[src/rtl/fir_decim2_if.sv]
// Sample stream bundle for fir_decim2: strobed CIC samples in, strobed decimated results and overrun flag out.
interface fir_decim2_if #(
  parameter int IN_WIDTH  = 18,
  parameter int OUT_WIDTH = 24
);
  logic                        in_strobe;
  logic signed [IN_WIDTH-1:0]  in_data;
  logic                        out_strobe;
  logic signed [OUT_WIDTH-1:0] out_data;
  logic                        overrun;

  modport master (
    output in_strobe, in_data,
    input  out_strobe, out_data, overrun
  );

  modport slave (
    input  in_strobe, in_data,
    output out_strobe, out_data, overrun
  );
endinterface

[src/rtl/fir_decim2.sv]
// CIC droop-compensating FIR, decimate by 2, one time-shared MAC; coefficients from COEF_INIT (h[0] in the low bits).
// Define FIR_DECIM2_ROUND_EN for round-half-up before saturation; default build truncates.
//
//   state   | meaning
//   IDLE    | waiting for a primed trigger sample
//   RUN     | TAPS cycles issuing ring address base-k and coefficient k
//   DRAIN   | 3 cycles: RAM read, product register, last accumulate
//   OUT     | out_strobe high for this cycle
module fir_decim2 #(
  parameter int IN_WIDTH   = 18,
  parameter int OUT_WIDTH  = 24,
  parameter int COEF_WIDTH = 18,
  parameter int TAPS       = 64,
  parameter logic [TAPS*COEF_WIDTH-1:0] COEF_INIT = '0,
  parameter int ACC_WIDTH  = IN_WIDTH + COEF_WIDTH + $clog2(TAPS)
) (
  input logic clock,
  input logic reset,
  fir_decim2_if.slave bus
);
  localparam int AW         = $clog2(TAPS);
  localparam int PROD_WIDTH = IN_WIDTH + COEF_WIDTH;
  localparam int LSB        = IN_WIDTH + COEF_WIDTH - 1 - OUT_WIDTH;
  localparam int UPPER      = ACC_WIDTH - LSB;

  localparam logic [1:0] S_IDLE  = 2'd0;
  localparam logic [1:0] S_RUN   = 2'd1;
  localparam logic [1:0] S_DRAIN = 2'd2;
  localparam logic [1:0] S_OUT   = 2'd3;

  logic [1:0]                   state;
  logic [AW-1:0]                wr_ptr;
  logic [AW-1:0]                rd_ptr;
  logic [AW-1:0]                coef_addr;
  logic [AW:0]                  fill;
  logic                         phase;
  logic [1:0]                   drain_cnt;
  logic                         rd_valid;
  logic                         prod_valid;
  logic signed [ACC_WIDTH-1:0]  acc;
  logic                         out_strobe_q;
  logic signed [OUT_WIDTH-1:0]  out_data_q;
  logic                         overrun_q;

  logic signed [IN_WIDTH-1:0]   ring [TAPS];
  logic signed [IN_WIDTH-1:0]   rd_q;
  logic signed [COEF_WIDTH-1:0] coef_q;
  logic signed [PROD_WIDTH-1:0] prod;

  logic                         trigger;
  logic                         start;
  logic signed [UPPER:0]        upper_rnd;
  logic [UPPER-OUT_WIDTH+1:0]   hi;
  logic signed [OUT_WIDTH-1:0]  sat_val;

  assign trigger = bus.in_strobe & phase;
  assign start   = trigger && (state == S_IDLE) && (fill >= (AW+1)'(TAPS-1));

  always_comb begin
    upper_rnd = {acc[ACC_WIDTH-1], acc[ACC_WIDTH-1:LSB]};
`ifdef FIR_DECIM2_ROUND_EN
    upper_rnd = upper_rnd + (UPPER+1)'(acc[LSB-1]);
`endif
    hi = upper_rnd[UPPER:OUT_WIDTH-1];
    if ((&hi) || (~|hi))
      sat_val = upper_rnd[OUT_WIDTH-1:0];
    else if (upper_rnd[UPPER])
      sat_val = {1'b1, {(OUT_WIDTH-1){1'b0}}};
    else
      sat_val = {1'b0, {(OUT_WIDTH-1){1'b1}}};
  end

  // Sample RAM and MAC datapath registers carry no reset; validity is tracked by rd_valid/prod_valid.
  always_ff @(posedge clock) begin
    if (bus.in_strobe)
      ring[wr_ptr] <= bus.in_data;
    rd_q   <= ring[rd_ptr];
    coef_q <= COEF_INIT[coef_addr*COEF_WIDTH +: COEF_WIDTH];
    prod   <= PROD_WIDTH'(rd_q) * PROD_WIDTH'(coef_q);
  end

  always_ff @(posedge clock or posedge reset) begin
    if (reset) begin
      state        <= S_IDLE;
      wr_ptr       <= '0;
      rd_ptr       <= '0;
      coef_addr    <= '0;
      fill         <= '0;
      phase        <= 1'b0;
      drain_cnt    <= '0;
      rd_valid     <= 1'b0;
      prod_valid   <= 1'b0;
      acc          <= '0;
      out_strobe_q <= 1'b0;
      out_data_q   <= '0;
      overrun_q    <= 1'b0;
    end else begin
      if (bus.in_strobe) begin
        wr_ptr <= wr_ptr + 1'b1;
        phase  <= ~phase;
        if (fill != (AW+1)'(TAPS))
          fill <= fill + 1'b1;
      end
      if (trigger && (state != S_IDLE))
        overrun_q <= 1'b1;

      rd_valid   <= (state == S_RUN);
      prod_valid <= rd_valid;
      if (start)
        acc <= '0;
      else if (prod_valid)
        acc <= acc + ACC_WIDTH'(prod);

      out_strobe_q <= 1'b0;
      case (state)
        S_IDLE: begin
          if (start) begin
            state     <= S_RUN;
            rd_ptr    <= wr_ptr;
            coef_addr <= '0;
          end
        end
        S_RUN: begin
          rd_ptr    <= rd_ptr - 1'b1;
          coef_addr <= coef_addr + 1'b1;
          if (coef_addr == AW'(TAPS-1)) begin
            state     <= S_DRAIN;
            drain_cnt <= 2'd2;
          end
        end
        S_DRAIN: begin
          if (drain_cnt == 2'd0) begin
            state        <= S_OUT;
            out_strobe_q <= 1'b1;
            out_data_q   <= sat_val;
          end else begin
            drain_cnt <= drain_cnt - 1'b1;
          end
        end
        S_OUT:   state <= S_IDLE;
        default: state <= S_IDLE;
      endcase
    end
  end

  assign bus.out_strobe = out_strobe_q;
  assign bus.out_data   = out_data_q;
  assign bus.overrun    = overrun_q;
endmodule
[src/flat_wrapper.sv]
// flat-port wrapper written by rule: the top's interface ports become plain ports
module fir_decim2_flat 
#(
  parameter int IN_WIDTH   = 18,
  parameter int OUT_WIDTH  = 24,
  parameter int COEF_WIDTH = 18,
  parameter int TAPS       = 64,
  parameter logic [TAPS*COEF_WIDTH-1:0] COEF_INIT = '0,
  parameter int ACC_WIDTH  = IN_WIDTH + COEF_WIDTH + $clog2(TAPS)
)
  (clock, reset, bus_in_strobe, bus_in_data, bus_out_strobe, bus_out_data, bus_overrun);
  fir_decim2_if #(.IN_WIDTH(IN_WIDTH), .OUT_WIDTH(OUT_WIDTH)) bus_i ();
  input logic clock;
  input logic reset;
  input wire logic [$bits(bus_i.in_strobe)-1:0] bus_in_strobe;
  input wire logic [$bits(bus_i.in_data)-1:0] bus_in_data;
  output wire logic [$bits(bus_i.out_strobe)-1:0] bus_out_strobe;
  output wire logic [$bits(bus_i.out_data)-1:0] bus_out_data;
  output wire logic [$bits(bus_i.overrun)-1:0] bus_overrun;
  assign bus_i.in_strobe = bus_in_strobe;
  assign bus_i.in_data = bus_in_data;
  assign bus_out_strobe = bus_i.out_strobe;
  assign bus_out_data = bus_i.out_data;
  assign bus_overrun = bus_i.overrun;
  fir_decim2 #(.IN_WIDTH(IN_WIDTH), .OUT_WIDTH(OUT_WIDTH), .COEF_WIDTH(COEF_WIDTH), .TAPS(TAPS), .COEF_INIT(COEF_INIT), .ACC_WIDTH(ACC_WIDTH)) u_core (.clock(clock), .reset(reset), .bus(bus_i));
endmodule
[config.mk]
export PLATFORM = sky130hd
export DESIGN_NAME = fir_decim2_flat
export DESIGN_NICKNAME = d
export VERILOG_FILES = /design/src/rtl/fir_decim2_if.sv /design/src/rtl/fir_decim2.sv /design/src/flat_wrapper.sv
export SDC_FILE = /design/constraint.sdc
export NUM_CORES = 1
export LEC_CHECK = 0
export ABC_AREA = 1
export BUFFER_PORTS_ARGS = -buffer_cell sky130_fd_sc_hd__clkbuf_2
export CAP_MARGIN = 20
export CORE_ASPECT_RATIO = 1.25
export CORE_MARGIN = 4
export CORE_UTILIZATION = 46
export CTS_BUF_LIST = sky130_fd_sc_hd__clkbuf_2
export DETAILED_ROUTE_END_ITERATION = 10
export PLACE_DENSITY = 0.85
export SKIP_LAST_GASP = 1
export SYNTH_ARGS = -nofsm -noshare
export SYNTH_HDL_FRONTEND = slang
export SYNTH_SLANG_ARGS = --single-unit
[constraint.sdc]
create_clock -name clock -period 1.25 [get_ports clock]
set_input_delay 0.25 -clock clock [delete_from_list [all_inputs] [get_ports clock]]
set_output_delay 0.25 -clock clock [all_outputs]
set_load 0.01 [all_outputs]
=== Word level (Yosys, flattened, before mapping) ===
Memory sizes are Yosys's and may differ from the RTL's. A register that Yosys moved wholly into a read port is not among the register bits.
Cells that the tools add are included.

* Bits in registers: 154
* Word-level logic and storage cells: 73
* Memories: 1
* Bits of input ports: 21
* Output and inout bits: 26
* RAM bits: 1152

{| class="wikitable"
|+ Memory list
! name !! words !! width !! read ports !! clocked after memory_dff !! wr ports !! RTL line !! text
|-
| u_core.ring || 64 || 18 || 1 || 1 || 1 || fir_decim2.sv:45 || <nowiki>logic signed [IN_WIDTH-1:0] ring [TAPS];</nowiki>
|}

* Shifts and indexed selects: 1
* $mul: 2
* Equal/unequal tests: 9
* Reduce and logical (&&, ||, !) cells: 18
* Bitwise gates (word level): 2
* Order comparisons: 1
* Multiplexer cells: 18
* Add/subtract/negate cells: 6

{| class="wikitable"
|+ Operators by type and width
! cell !! number
|-
| $shiftx A1152 B12 Y18 const A || 1
|-
| $mux W42 || 2
|-
| $mux W24 || 2
|-
| $add A42 B36 Y42 || 1
|-
| $mul A18 B18 Y36 || 1
|-
| $pmux W6 S2 || 2
|-
| $add A6 B1 Y6 const B || 2
|-
| $mux W6 || 2
|-
| $mul A6 B4 Y10 const B || 1
|-
| $mux W2 || 4
|-
| $pmux W2 S4 || 1
|-
| $reduce_and A8 Y1 || 1
|-
| $reduce_bool A2 Y1 || 4
|-
| $reduce_or A8 Y1 || 1
|-
| $add A7 B1 Y7 const B || 1
|-
| $ge A7 B6 Y1 const B || 1
|-
| $ne A7 B7 Y1 const B || 1
|-
| $eq A6 B6 Y1 const B || 1
|-
| $reduce_and A2 Y1 || 3
|-
| $reduce_and A3 Y1 || 2
|-
| $sub A6 B1 Y6 const B || 1
|-
| $eq A2 B2 Y1 const B || 2
|-
| $logic_not A2 Y1 || 2
|-
| $mux W1 || 4
|-
| 10 further kinds || 14
|}

=== Logic depth before layout (Yosys ltp) ===
* Depth after elaboration: 5
* Gate-level depth with buffers: 10
* Gate-level depth less buffers: 10

=== Least setup slack after synthesis ===
Ideal clock, no wire load.

* Kind: register to register
* Start point: register u_core.state[0]
* End point: register u_core.state[0]
* Data required time: 1.134 ns
* Setup slack: -0.071 ns
* Arrival: 1.205 ns
* Buffers on the path: 0
* Clock period less this slack: 1.321 ns
* Library setup time: 0.116 ns
* Cell stages (with the launch flop): 10
* Cells stage by stage: dfrtp_1 > inv_1 > ha_1 > inv_1 > nor2_2 > nand2_4 > nand2_4 > nand2_2 > nand2_1 > nand2_1

* Longest elaborated chain between the ends: 5
* Elaborated cells on any way between the ends: 11
* Classes of those cells: eq/ne: 6; mux: 1; reduce/logical: 4

{| class="wikitable"
|+ Ends and longest elaborated chain
! element !! RTL line !! text
|-
| from (decl) || fir_decim2.sv:31 || <nowiki>logic [1:0] state;</nowiki>
|-
| from (signal assigned) || fir_decim2.sv:84 || <nowiki>state <= S_IDLE;</nowiki>
|-
| from (signal assigned) || fir_decim2.sv:118 || <nowiki>state <= S_RUN;</nowiki>
|-
| from (signal assigned) || fir_decim2.sv:127 || <nowiki>state <= S_DRAIN;</nowiki>
|-
| $logic_not A2 Y1 || fir_decim2.sv:57, fir_decim2.sv:115 ||
|-
| $logic_and A1 B1 Y1 (2 in a row) || fir_decim2.sv:57 || <nowiki>assign start = trigger && (state == S_IDLE) && (fill >= (AW+1)'(TAPS-1));</nowiki>
|-
| $ne A2 B1 Y1 (no source line) || - ||
|-
| $reduce_and A3 Y1 (no source line) || - ||
|}

Parallel ways exist; a longest one is shown, timed or not.
A chain may end at the register's enable or synchronous reset.

=== Worst setup path after layout ===
Same ends and word-level chain as after synthesis.

==> impl_metrics.json <==
{
  "slowest_delay_ns": 0.49,
  "fin_cells": 226,
  "gp_congestion": 0.7298,
  "std_cell_rows": 21,
  "synthTopCellsByArea": "dfrtp_1 38%, buf_4 14%, nand2_1 10%, ha_1 7.6%, xor2_1 6.0%",
  "clock_tree.buffer_depth": 2,
  "p_clk_frac": 0.082,
  "setup_viol": 14,
  "dr_total_vias": 1056,
  "whs_ns": 0.1881,
  "final_common_cell": "nand2_1",
  "root_buffer": "clkbuf_2",
  "antennaDiodeCount": 0,
  "nets": 222,
  "synthesis.area_um2": 1324,
  "final_cell_mix": "34 x nand2_1, 24 x conb_1, 19 x dfrtp_1",
  "drv_slew": 0,
  "ys_types": 20,
  "stdcell_area_um2": 1637,
  "ant_nets": 0,
  "yosysTopAreaCellShare": 0.3781,
  "num-fill-cells": 241,
  "clk_latency_ns": 0.32,
  "ys_warn_count": 0,
  "clk_pin_slew_ns": 0.20,
  "drv_cap": 0,
  "ios": 47,
  "end_kind": "flip-flop",
  "grtUsageTotal": 0.1332,
  "drt_iter0_markers": 37,
  "grt_pass1_wl_mm": 3.960,
  "dp_slack_ns": -0.09888,
  "area_growth_pct": 23.63,
  "rsz0062_at_grt": "yes",
  "combPwrFrac": 0.580,
  "start_util": 0.4844,
  "seq_area_frac_synth": 0.3781,
  "setup_slack_ns": -0.1970,
  "clock-sinks": 20,
  "antenna_found_initial": 0,
  "overflow": 0,
  "hpwl_mm": 1.695,
  "finalCritPeriodShare": 1.158,
  "multi_input_area_um2": 798.3,
  "cp.arrival_ns": 1.73,
  "seqPwrFrac": 0.338,
  "fin_skew_ns": 0.02005,
  "finalHoldViolations": 0,
  "seqCellArea_um2": 501.7,
  "drc": 0,
  "cts_tree": "built",
  "drive_gt1_frac": 0.3438,
  "fin_crit_ns": 1.447,
  "crit_chain": "inv_2 -> ha_4 -> inv_2 -> nor2_1 -> and2b_2 -> nand2_2 -> nand2_1 -> nand2_1",
  "wl_per_cell_um": 11.40,
  "io_buffers": 4,
  "viasPerCell": 4.673,
  "die_h_um": 67.98,
  "switchingPower_uw": 1436,
  "dieArea_um2": 3805,
  "drtPass1Iterations": 4,
  "syn_avg_cell_area_um2": 8.023,
  "status": "finished, violations left",
  "internal_power_uw": 1809,
  "syn_inst": 165,
  "totalWireLength_mm": 2.576,
  "htree_num_levels": 1,
  "cpMaxStageDelayCell": "dfrtp_1",
  "die_w_um": 55.98,
  "crit_type": "flip-flop to flip-flop",
  "p_per_area_nw_per_um2": 1983,
  "core_area_um2": 2733,
  "place_inst": 215,
  "crit_fanout": 4,
  "grt_max_degree": 12,
  "netSwitchingFraction": 0.4425,
  "ys_ff_latch": 20,
  "yosys.area.top_type": "dfrtp_1",
  "placed_cell_area_um2": 1418,
  "required_ns": 1.54,
  "peakVddDrop_mv": 1.555,
  "cts_buffers": 3,
  "grt_pass1_vias": 945,
  "leakage_uw": 0.0008848,
  "crit_path_start_kind": "flip-flop",
  "final_util": 0.5989,
  "violations": "setup timing",
  "fmax_mhz": 691.1,
  "min_path_type": "input port to flip-flop"
}
==> cells by family (layout without fill, tap and decap cells) <==
logic type / count (synthesis) / count (layout) / share of synthesized area
and+or+nand+nor: 78 / 78 / 0.2703
buffers and inverters: 44 / 48 / 0.1928
DFF: 20 / 20 / 0.3781
xor gates and xnor gates: 9 / 9 / 0.05955
adders and majority gates: 8 / 8 / 0.07562
AOI/OAI and AO/OA: 5 / 5 / 0.02080
other: 1 / 24 / 0.002833
==> cell usage after synthesis (all sizes together) <==
library cell  count
dfrtp            20
nor3              1
and2b             1
conb              1
nand3            14
nor2             17
a21oi             2
nand4             1
buf              24
or2               1
xor2              9
o21bai            1
inv              20
nand2            43
ha                8
o21ai             2
==> flip-flops by register name, indices dropped and copies added (netlist names) <==
register	cells
u_core.bus.out_strobe	1
u_core.bus.overrun	1
u_core.coef_addr	6
u_core.drain_cnt	2
u_core.fill	7
u_core.phase	1
u_core.state	2
==> metrics by stage <==
| step | setup TNS (ns) | total power (uW) |
|---|---|---|
| CTS | -0.7482 | 2863 |
| global placement | -0.4409 | 2357 |
| finish | -1.217 | 3245 |
| floorplan | 0 | 2062 |
| detailed placement | -0.7136 | 2436 |
| global route | -2.555 | 3529 |
==> what timing repair did <==
action,4_1_cts,5_1_grt
setup buffers,3,5
resized for setup,12,23
pin swaps,13,16
hold endpoints to repair,20,0
endpoints found under the setup margin,13,17
hold buffers,1,0
==> worst paths after layout <==
kind	slack, ns	endpoint	from	depth (start not counted)
max in group asynchronous	0.64	u_core.coef_addr[3]$_DFFE_PP0P_	reset	4
hold reg to reg	0.48	u_core.phase$_DFFE_PP0P_	u_core.phase$_DFFE_PP0P_	1
hold / removal	0.19	u_core.phase$_DFFE_PP0P_	bus_in_strobe	2
min in group asynchronous	0.45	u_core.bus.out_strobe$_DFF_PP0_	reset	4
setup / recovery	-0.20	u_core.state[0]$_DFFE_PP0P_	u_core.state[0]$_DFFE_PP0P_	8
setup reg to reg	-0.20	u_core.state[0]$_DFFE_PP0P_	u_core.state[0]$_DFFE_PP0P_	8
==> worst max-delay path: cells and delay by family, from the launching register on <==
family / cells / cell delay [ns]
buf+inv: 2 / 0.18
simple gates: 5 / 0.58
fa+ha+maj: 1 / 0.17
flops: 1 / 0.49
==> power by group through the flow <==
stage,registers (uW),logic (uW),clock network [uW]
2_1_floorplan,1030,1030,0
6_report,1100,1880,267
3_5_place_dp,1060,1370,0
3_3_place_gp,1050,1300,0
5_1_grt,1130,2100,299
4_1_cts,1060,1530,279
==> layer usage <==
layer  up-vias  track usage  wire length [um]
met5         -            0                 0
met4         0      0.07122                52
met3         6      0.01698               113
met2        30       0.2544              1448
met1       510       0.1435               961
li1        510            -                 -
==> final cells by class <==
cell class              instances  share of cell area
clock inverters                 1            0.002294
flip-flops and latches         20              0.3066
well taps                      34             0.02599
multi-input cells             124              0.4878
repair buffers                 24              0.1208
inverters                      20             0.04740
clock buffers                   3            0.009174
Power figures use the tool's default switching activity.
